**src/rtl/sump_cmd_asm_pkg.sv**
```systemverilog
// ---------------------------------------------------------------------------
// sump_cmd_asm_pkg
// Shared declarations for the SUMP command assembler. It holds the command
// record handed to ctrl, the SUMP opcode constants, the bit that marks a long
// (5-byte) command, and the assembler state type.
// ---------------------------------------------------------------------------
package sump_cmd_asm_pkg;

    // One complete SUMP command: opcode plus 32-bit little-endian payload.
    typedef struct packed {
        logic [7:0]  opcode;
        logic [31:0] data;
    } cmd_t;

    // SUMP opcodes. Bit 7 set means four data bytes follow the opcode.
    localparam logic [7:0] OP_RESET          = 8'h00;
    localparam logic [7:0] OP_RUN            = 8'h01;
    localparam logic [7:0] OP_ID             = 8'h02;
    localparam logic [7:0] OP_XON            = 8'h11;
    localparam logic [7:0] OP_XOFF           = 8'h13;
    localparam logic [7:0] OP_SET_DIVIDER    = 8'h80;
    localparam logic [7:0] OP_SET_READ_DELAY = 8'h81;
    localparam logic [7:0] OP_SET_FLAGS      = 8'h82;

    localparam int CMD_LONG_BIT = 7;

    typedef enum logic {
        ST_IDLE,
        ST_COLLECT
    } state_t;

    // True when the opcode announces a 4-byte payload.
    function automatic logic is_long_cmd(input logic [7:0] opcode);
        return opcode[CMD_LONG_BIT];
    endfunction

endpackage

```
**src/rtl/sump_timeout_cnt.sv**
```systemverilog
// ---------------------------------------------------------------------------
// sump_timeout_cnt
// Idle-cycle counter with saturation. The count is cleared by clear_i, counts
// up on every enabled cycle without clear, and saturates at TIMEOUT_CYCLES-1.
// expired_o flags the enabled, uncleared cycle on which the count would reach
// TIMEOUT_CYCLES-1, so the owner can react on that same clock edge.
//
// Ports
//   clk_i      in  1  clock
//   rst_i      in  1  synchronous active-high reset
//   clear_i    in  1  restart the count (has priority over enable_i)
//   enable_i   in  1  count this cycle
//   expired_o  out 1  the (TIMEOUT_CYCLES-1)th consecutive enabled idle cycle
// ---------------------------------------------------------------------------
module sump_timeout_cnt #(
    parameter int TIMEOUT_CYCLES = 1_000_000
) (
    input  logic clk_i,
    input  logic rst_i,
    input  logic clear_i,
    input  logic enable_i,
    output logic expired_o
);

    localparam int CNT_W = (TIMEOUT_CYCLES > 2) ? $clog2(TIMEOUT_CYCLES) : 1;
    localparam logic [CNT_W-1:0] CNT_MAX  = CNT_W'(TIMEOUT_CYCLES - 1);
    localparam logic [CNT_W-1:0] CNT_LAST = CNT_W'(TIMEOUT_CYCLES - 2);

    logic [CNT_W-1:0] cnt_q;
    logic [CNT_W-1:0] cnt_d;

    // Next count: clear wins, otherwise count up until saturation.
    always_comb begin
        cnt_d = cnt_q;
        if (clear_i) begin
            cnt_d = '0;
        end else if (enable_i && (cnt_q != CNT_MAX)) begin
            cnt_d = cnt_q + CNT_W'(1);
        end
    end

    // Count register.
    always_ff @(posedge clk_i) begin
        if (rst_i) begin
            cnt_q <= '0;
        end else begin
            cnt_q <= cnt_d;
        end
    end

    // Once TIMEOUT_CYCLES-2 idle cycles have been counted, the current idle
    // cycle is the last one allowed.
    assign expired_o = enable_i && !clear_i && (cnt_q >= CNT_LAST);

endmodule

```
**src/rtl/sump_cmd_asm.sv**
```systemverilog
// ---------------------------------------------------------------------------
// sump_cmd_asm
// Assembles SUMP command frames from the UART RX byte stream and hands each
// complete command to ctrl. Short commands (opcode bit 7 clear) are a single
// byte. Long commands are the opcode followed by four data bytes, with the
// first data byte landing in data[7:0]. A long frame that stalls is dropped
// once its idle timeout expires, and the next byte is then read as an opcode.
//
// Ports
//   clk_i          in  1   clock
//   rst_i          in  1   synchronous active-high reset
//   rx_data_i      in  8   received UART byte
//   rx_valid_i     in  1   rx_data_i valid strobe, may be high every cycle
//   cmd_o          out 40  {opcode, data} of the last completed command
//   exec_o         out 1   one-cycle strobe, cmd_o newly valid
//   busy_o         out 1   long frame partially received
//   err_timeout_o  out 1   one-cycle strobe, partial frame dropped
// ---------------------------------------------------------------------------
module sump_cmd_asm
    import sump_cmd_asm_pkg::*;
#(
    parameter int TIMEOUT_CYCLES = 1_000_000
) (
    input  logic        clk_i,
    input  logic        rst_i,
    input  logic [7:0]  rx_data_i,
    input  logic        rx_valid_i,
    output logic [39:0] cmd_o,
    output logic        exec_o,
    output logic        busy_o,
    output logic        err_timeout_o
);

    state_t     state_q,    state_d;
    logic [1:0] byte_cnt_q, byte_cnt_d;
    cmd_t       asm_q,      asm_d;
    cmd_t       cmd_q,      cmd_d;
    logic       exec_q,     exec_d;
    logic       err_q,      err_d;

    logic timeout_clear;
    logic timeout_enable;
    logic timeout_expired;

    // The counter runs only while collecting; any byte restarts it, which is
    // also why a byte arriving on the expiry cycle wins over the timeout.
    assign timeout_enable = (state_q == ST_COLLECT);
    assign timeout_clear  = (state_q != ST_COLLECT) || rx_valid_i;

    sump_timeout_cnt #(
        .TIMEOUT_CYCLES(TIMEOUT_CYCLES)
    ) u_timeout (
        .clk_i    (clk_i),
        .rst_i    (rst_i),
        .clear_i  (timeout_clear),
        .enable_i (timeout_enable),
        .expired_o(timeout_expired)
    );

    // Frame decode: short opcodes complete immediately, long opcodes open a
    // frame that closes on the fourth data byte or on timeout.
    always_comb begin
        state_d    = state_q;
        byte_cnt_d = byte_cnt_q;
        asm_d      = asm_q;
        cmd_d      = cmd_q;
        exec_d     = 1'b0;
        err_d      = 1'b0;

        case (state_q)
            ST_IDLE: begin
                if (rx_valid_i) begin
                    if (is_long_cmd(rx_data_i)) begin
                        asm_d.opcode = rx_data_i;
                        asm_d.data   = 32'h0;
                        byte_cnt_d   = 2'd0;
                        state_d      = ST_COLLECT;
                    end else begin
                        cmd_d.opcode = rx_data_i;
                        cmd_d.data   = 32'h0;
                        exec_d       = 1'b1;
                    end
                end
            end

            ST_COLLECT: begin
                if (rx_valid_i) begin
                    asm_d.data[{byte_cnt_q, 3'b000} +: 8] = rx_data_i;
                    byte_cnt_d = byte_cnt_q + 2'd1;
                    if (byte_cnt_q == 2'd3) begin
                        cmd_d   = asm_d;
                        exec_d  = 1'b1;
                        state_d = ST_IDLE;
                    end
                end else if (timeout_expired) begin
                    err_d   = 1'b1;
                    state_d = ST_IDLE;
                end
            end

            default: begin
                state_d = ST_IDLE;
            end
        endcase
    end

    // State and output registers. Reset drops any partial frame silently.
    always_ff @(posedge clk_i) begin
        if (rst_i) begin
            state_q    <= ST_IDLE;
            byte_cnt_q <= 2'd0;
            asm_q      <= '0;
            cmd_q      <= '0;
            exec_q     <= 1'b0;
            err_q      <= 1'b0;
        end else begin
            state_q    <= state_d;
            byte_cnt_q <= byte_cnt_d;
            asm_q      <= asm_d;
            cmd_q      <= cmd_d;
            exec_q     <= exec_d;
            err_q      <= err_d;
        end
    end

    assign cmd_o         = cmd_q;
    assign exec_o        = exec_q;
    assign err_timeout_o = err_q;
    assign busy_o        = (state_q == ST_COLLECT);

endmodule

```
**config.mk**
```make
export PLATFORM = sky130hd
export DESIGN_NAME = sump_cmd_asm
export DESIGN_NICKNAME = d
export VERILOG_FILES = /design/src/rtl/sump_cmd_asm_pkg.sv /design/src/rtl/sump_timeout_cnt.sv /design/src/rtl/sump_cmd_asm.sv
export SDC_FILE = /design/constraint.sdc
export NUM_CORES = 1
export LEC_CHECK = 0
export ABC_AREA = 1
export CORE_MARGIN = 5
export CORE_UTILIZATION = 55
export DETAILED_ROUTE_END_ITERATION = 7
export GPL_TIMING_DRIVEN = 0
export PLACE_DENSITY = 0.79
export SETUP_SLACK_MARGIN = 0.5
export SLEW_MARGIN = 20
export SYNTH_ARGS = -nofsm -noshare
export SYNTH_HDL_FRONTEND = slang
export SYNTH_HIERARCHICAL = 1
export SYNTH_SLANG_ARGS = --single-unit
export TNS_END_PERCENT = 5
```
**constraint.sdc**
```tcl
create_clock -name clk_i -period 2.26 [get_ports clk_i]
set_input_delay 0.678 -clock clk_i [delete_from_list [all_inputs] [get_ports clk_i]]
set_output_delay 0.678 -clock clk_i [all_outputs]
set_load 0.05 [all_outputs]
```
Word-level counts from Yosys, hierarchy flattened. Index checks and enable logic that the tools add are counted.

Bits in registers: 105. Bits in latches: 0. RAM bits: 0. Memory bits (read-only): 0. Memories: 0.

Add/subtract/negate cells: 3. Multipliers: 0. Div/mod/pow operators: 0. Order comparisons: 1. Eq/ne operators: 7. Shift operators: 2. Muxes and demuxes: 26. Bitwise logic cells: 1. Reductions and logical operators: 10.

Operators with widths (number): 40-bit two-way mux (4); 32-bit two-way mux (3); 40-bit one-hot mux with 2 select lines (1); 32-bit one-hot mux with 2 select lines (1); 32-bit bitwise mux (1); 8-bit by 7-bit variable shift with 32-bit output (first input constant) (1); 8-bit by 7-bit indexed part select with 32-bit output (1); 20-bit by 1-bit adder with 20-bit output (second input constant) (1); 20-bit >= comparator (second input constant) (1); 20-bit inequality test (second input constant) (1); 1-bit two-way mux (10); 2-bit inequality test (second input constant) (4); 5-bit negation with 7-bit output (1); 2-bit two-way mux (3); 3-bit AND reduction (2); 1-bit one-hot mux with 2 select lines (2); 2-bit one-hot mux with 2 select lines (1); 4-bit AND reduction (1); 1-bit logical AND (3); 3-bit OR reduction (1); 2-bit by 1-bit adder with 2-bit output (second input constant) (1); 2-bit == test (second input constant) (1); 2-bit by 1-bit inequality test with 1-bit output (second input constant) (1); 2-bit OR reduction (1); 3 further kinds (3).

Longest topological paths before layout. Gate-level depths: netlist of the first run.

Word-level depth: 8. Depth in mapped cells: 11. Mapped depth without buffers: 11.

Hierarchy. The synthesis of the first run kept the hierarchy.

Modules (own cells, without submodules): sump_cmd_asm (instances 1, cells an instance 522, area an instance 3679.8 um^2); sump_timeout_cnt (instances 1, cells an instance 224, area an instance 1391.3 um^2).

Worst setup path before layout of the first run. Ideal clock, no wire load.

Path kind: flip-flop to flip-flop. From: reg state_q, in the netlist busy_o. To: reg u_timeout.cnt_q[10]. Arrival time: 1959 ps. Data required time: 2189 ps. Slack: 230 ps. Cell stages (with the launch flop): 8. Path buffers: 3. Period minus slack after synthesis: 2030 ps. Path through: dfxtp_1 buf_6 buf_2 nand2_1 nor2_1 inv_1 clkbuf_1 a21oi_1.

Cells in the longest elaborated chain, start to end: 3. Elaborated cells between the ends (all ways): 4. Classes of those cells: 1 x bitwise; 3 x reduce/logical.

RTL lines: start: declaration (RTL line sump_cmd_asm.sv:34) `state_t state_q, state_d;`; start signal: assignment (RTL line sump_cmd_asm.sv:117) `state_q <= state_d;`; 1-bit NOT (no line); 1-bit logical OR (RTL line sump_cmd_asm.sv:48) `assign timeout_clear = (state_q != ST_COLLECT) || rx_valid_i;`; net timeout_clear (RTL line sump_cmd_asm.sv:41) `logic timeout_clear;`; 2-bit OR reduction (no line); end signal: assignment (RTL line sump_timeout_cnt.sv:47) `cnt_q <= cnt_d;`; end: declaration (RTL line sump_timeout_cnt.sv:29) `logic [CNT_W-1:0] cnt_q;`.

The timed path passes the listed nets, and every way through them passes these cells. A chain may end at the register's enable or synchronous reset.

Worst setup path after layout of the first run.
From: reg cmd_q (netlist bit cmd_o[32]). To: out cmd_o[32].

RTL lines: start: declaration (RTL line sump_cmd_asm.sv:37) `cmd_t cmd_q, cmd_d;`; start signal: assignment (RTL line sump_cmd_asm.sv:120) `cmd_q <= cmd_d;`; end: declaration (RTL line sump_cmd_asm.sv:28) `output logic [39:0] cmd_o,`.

No word-level cell between the ends.

==> flow_summary.yaml, run 1 <==
run_status:
  status: "completed"
placement:
  portBuffers: 53
  pre_cts_ws_ns: -0.366
  post-dp-hpwl_um: 10300
  gp_congestion: 0.928
clocking:
  worstSkewPairLatency_ns: 0.37
  cts-buffers-inserted: 9
  numClockSinks: 102
  htree_levels: 3
  clk_pin_slew_ns: 0.10
  tritoncts: "built"
  clockRootBuffer: "clkbuf_8"
  cts_buffer_depth: 2
  cts_hold_buffers: 0
synth:
  synth_nets: 764
  yosysUniqueCellTypes: 31
  yosysTopAreaCell: "dfxtp_1"
  avgSynthCellArea_um2: 6.80
  synth-edff-count: 0
  synth-async-reset-ratio_pct: 0
  netlist.area_leader.share_pct: 40.3
  ys.flop_type: "dfxtp_1"
  synth.area.top_cells: "dfxtp_1 40%, nand2_1 16%, nand3_1 8.7%"
  netlist_instances: 746
  ys_warn_count: 6
  ys_ff_latch: 102
  ys_seq_area_share_pct: 40.3
  syn_area_mm2: 0.00507
critical_path:
  worst_ep_required_time_ns: 1.58
  slowest_stage: "dlygate4sd2_1"
  cpPeakStageDelay_ns: 0.54
  cp-start-kind: "register"
  reg2reg_depth: 10
  r2r_end: "cmd_o[25]"
  crit_chain: "dlygate4sd2_1"
  crit_family: "buffers and inverters"
  crit_path_end_kind: "primary output"
  r2r_start: "byte_cnt_q[0]"
  worstPathArrival_ns: 1.25
  path_class: "register to primary output"
  crit_path_max_fanout: 2
  r2r_setup_slack_ns: 0.49
  crit_buf_inv: 1
cells_and_area:
  fillers: 862
  diodes: 0
  seq_area_mm2: 0.00205
  drive_gt1_share_pct: 11.9
  multi_input_area_mm2: 0.00262
  areaGrowthSynthToFinish_pct: 19.4
  nets: 834
drt:
  drc: 0
  drtIter0Drc: 425
  routedWlPerCell_um: 14.7
  routed_wl_um: 13700
  routed-wl-met3_um: 911
  met1_length_um: 6140
  route.met2.wl_um: 6440
  vias: 5098
  dr.pass1.iters: 5
  vias_per_cell: 5.47
  top_layer: "met4"
  final_antenna_net_count: 0
sta:
  hold_violations: 0
  setup_viol: 0
  fin_crit_sh_pct: 85.2
  finalMaxSlewViolations: 0
  max_freq_mhz: 519
  setup_ws_ns: 0.335
  grt_setup_unrepaired: "true"
  worst_pin_slew_ns: 0.503
  relSlewSlack_pct: 66.6
  fin_skew_ns: 0.0105
  finalCriticalPeriod_ns: 1.93
die:
  pin_count: 54
  start_util_pct: 55.7
  die-area_mm2: 0.0112
  num_rows: 35
  fp.dieW_um: 106
  coreArea_mm2: 0.00911
  die_y_um: 106
global_route:
  antenna_found_initial: 0
  grt_pass1_vias: 4686
  grt_pass1_wl_um: 22300
  overflow: 0
  grt.total_usage_pct: 24.3
  grt_max_degree: 18
worst_hold_path:
  min_path_type: "register to register"
  worstHoldStart: "asm_q[39]"
  whs_path_depth: 2
  hold_end: "asm_q[39]"
pwr:
  irDropWorstVdd_mv: 0.397
  p_leak_nw: 2.48
  power_density_mw_per_mm2: 591
  p_total_w: 0.00358
run:
  cap_violations: 0
Yosys cell counts, types with 2 or more instances:
master and number:
buf_6 5, dfxtp_1 102, clkinv_1 2, clkbuf_1 13
ha_1 7, nand4_1 3, a21oi_1 81, o21bai_1 3
buf_4 7, xnor2_1 4, nand2_1 211, nor2_2 8
inv_2 5, nor3_1 3, inv_1 57, nor2_4 2
o21ai_0 43, buf_2 14, nand3_2 3, xor2_1 7
nor2_1 66, a21oi_2 2, nand3b_1 3, nand3_1 88
sequential cells by signal, indices dropped and copies added (netlist names):
| signal | count |
|---|---|
| asm_q | 37 |
| busy_o | 1 |
| byte_cnt_q | 2 |
| cmd_o | 40 |
| err_timeout_o | 1 |
| exec_o | 1 |
| u_timeout/cnt_q | 20 |
how the worst max path moves through the flow:
stage,from,to,depth (start not counted)
after CTS,cmd_o[32],cmd_o[32],1
final,cmd_o[32],cmd_o[32],1
after global placement,rx_valid_i,u_timeout/cnt_q[8],7
after floorplan,byte_cnt_q[0],asm_q[0],8
after global routing,cmd_o[24],cmd_o[24],1
after detailed placement,rx_valid_i,u_timeout/cnt_q[11],7
logic make-up (layout without fill, tap and decap cells):
family / count (synthesis) / count (layout) / share of synthesized area, %
AOI/OAI and AO/OA: 131 / 131 / 13.4
xor gates and xnor gates: 11 / 11 / 1.90
adders and majority gates: 7 / 7 / 1.73
buffers and inverters: 104 / 179 / 9.52
DFF: 102 / 102 / 40.3
and+or+nand+nor: 391 / 391 / 33.1
power by group:
| part | internal (W) | switching [W] |
|---|---|---|
| clock | 0.000473 | 0.000647 |
| sequential | 0.00184 | 0.0000261 |
| combinational | 0.000177 | 0.000411 |
metal layers:
layer | vias to the layer above | track usage [%]
li1 | 2539 | -
met1 | 2349 | 33.6
met2 | 194 | 38.1
met3 | 16 | 5.28
met4 | 0 | 7.59
met5 | - | 0
timing repair:
action,4_1_cts,5_1_grt
buffers inserted,1,4
hold endpoints to repair,0,0
endpoints found under the setup margin,136,133
gates resized for setup,70,34
pin swaps,1,3
cloned,0,1
per-stage QoR:
step	cell area (um^2)	hold WS (ns)	utilization [%]	TNS (ns)	instances
after floorplan	5080	0.424	-	0	746
after CTS	5930	0.454	65.1	0	927
final	6060	0.455	66.5	0	932
after detailed placement	5750	0.439	63.1	-5.45	910
after global placement	5750	0.431	63.1	-5.14	910
after global routing	6060	0.472	66.5	0	932
final cells by class:
type	instances	share of cell area, %
multi-input combinational	540	43.2
sequential	102	33.8
timing repair buffer	59	8.88
buffer	40	4.46
inverter	64	4.19
clock buffer	11	2.50
tap	111	2.29
clock inverter	5	0.661
placed cells by master (no fill, tap or decap), types with 2 or more instances in the layout:
cell type        instances
nand2_1                208
dfxtp_1                100
nand3_1                 84
a21oi_1                 78
nor2_1                  65
inv_1                   57
o21ai_0                 36
dlygate4sd2_1           32
buf_2                   12
buf_4                   11
clkbuf_8                11
clkdlybuf4s15_1         10
buf_6                    8
nor2_2                   8
clkdlybuf4s50_1          8
clkbuf_1                 7
o21ai_1                  7
clkbuf_2                 7
xor2_1                   7
nand3_2                  6
ha_1                     6
a21oi_2                  5
nand2_2                  4
inv_2                    4
xnor2_1                  4
nand3b_1                 3
o21bai_1                 3
nor3_1                   3
nor2_4                   3
inv_6                    3
nand4_1                  3
nand3_4                  2
buf_8                    2
Power figures use the tool's default switching activity.
==> run 2: changes to the inputs <==
- HOLD_SLACK_MARGIN: unset -> 0.03
==> results of run 2 <==
No change in the layout: final DEF, timing and power equal those of run 1.
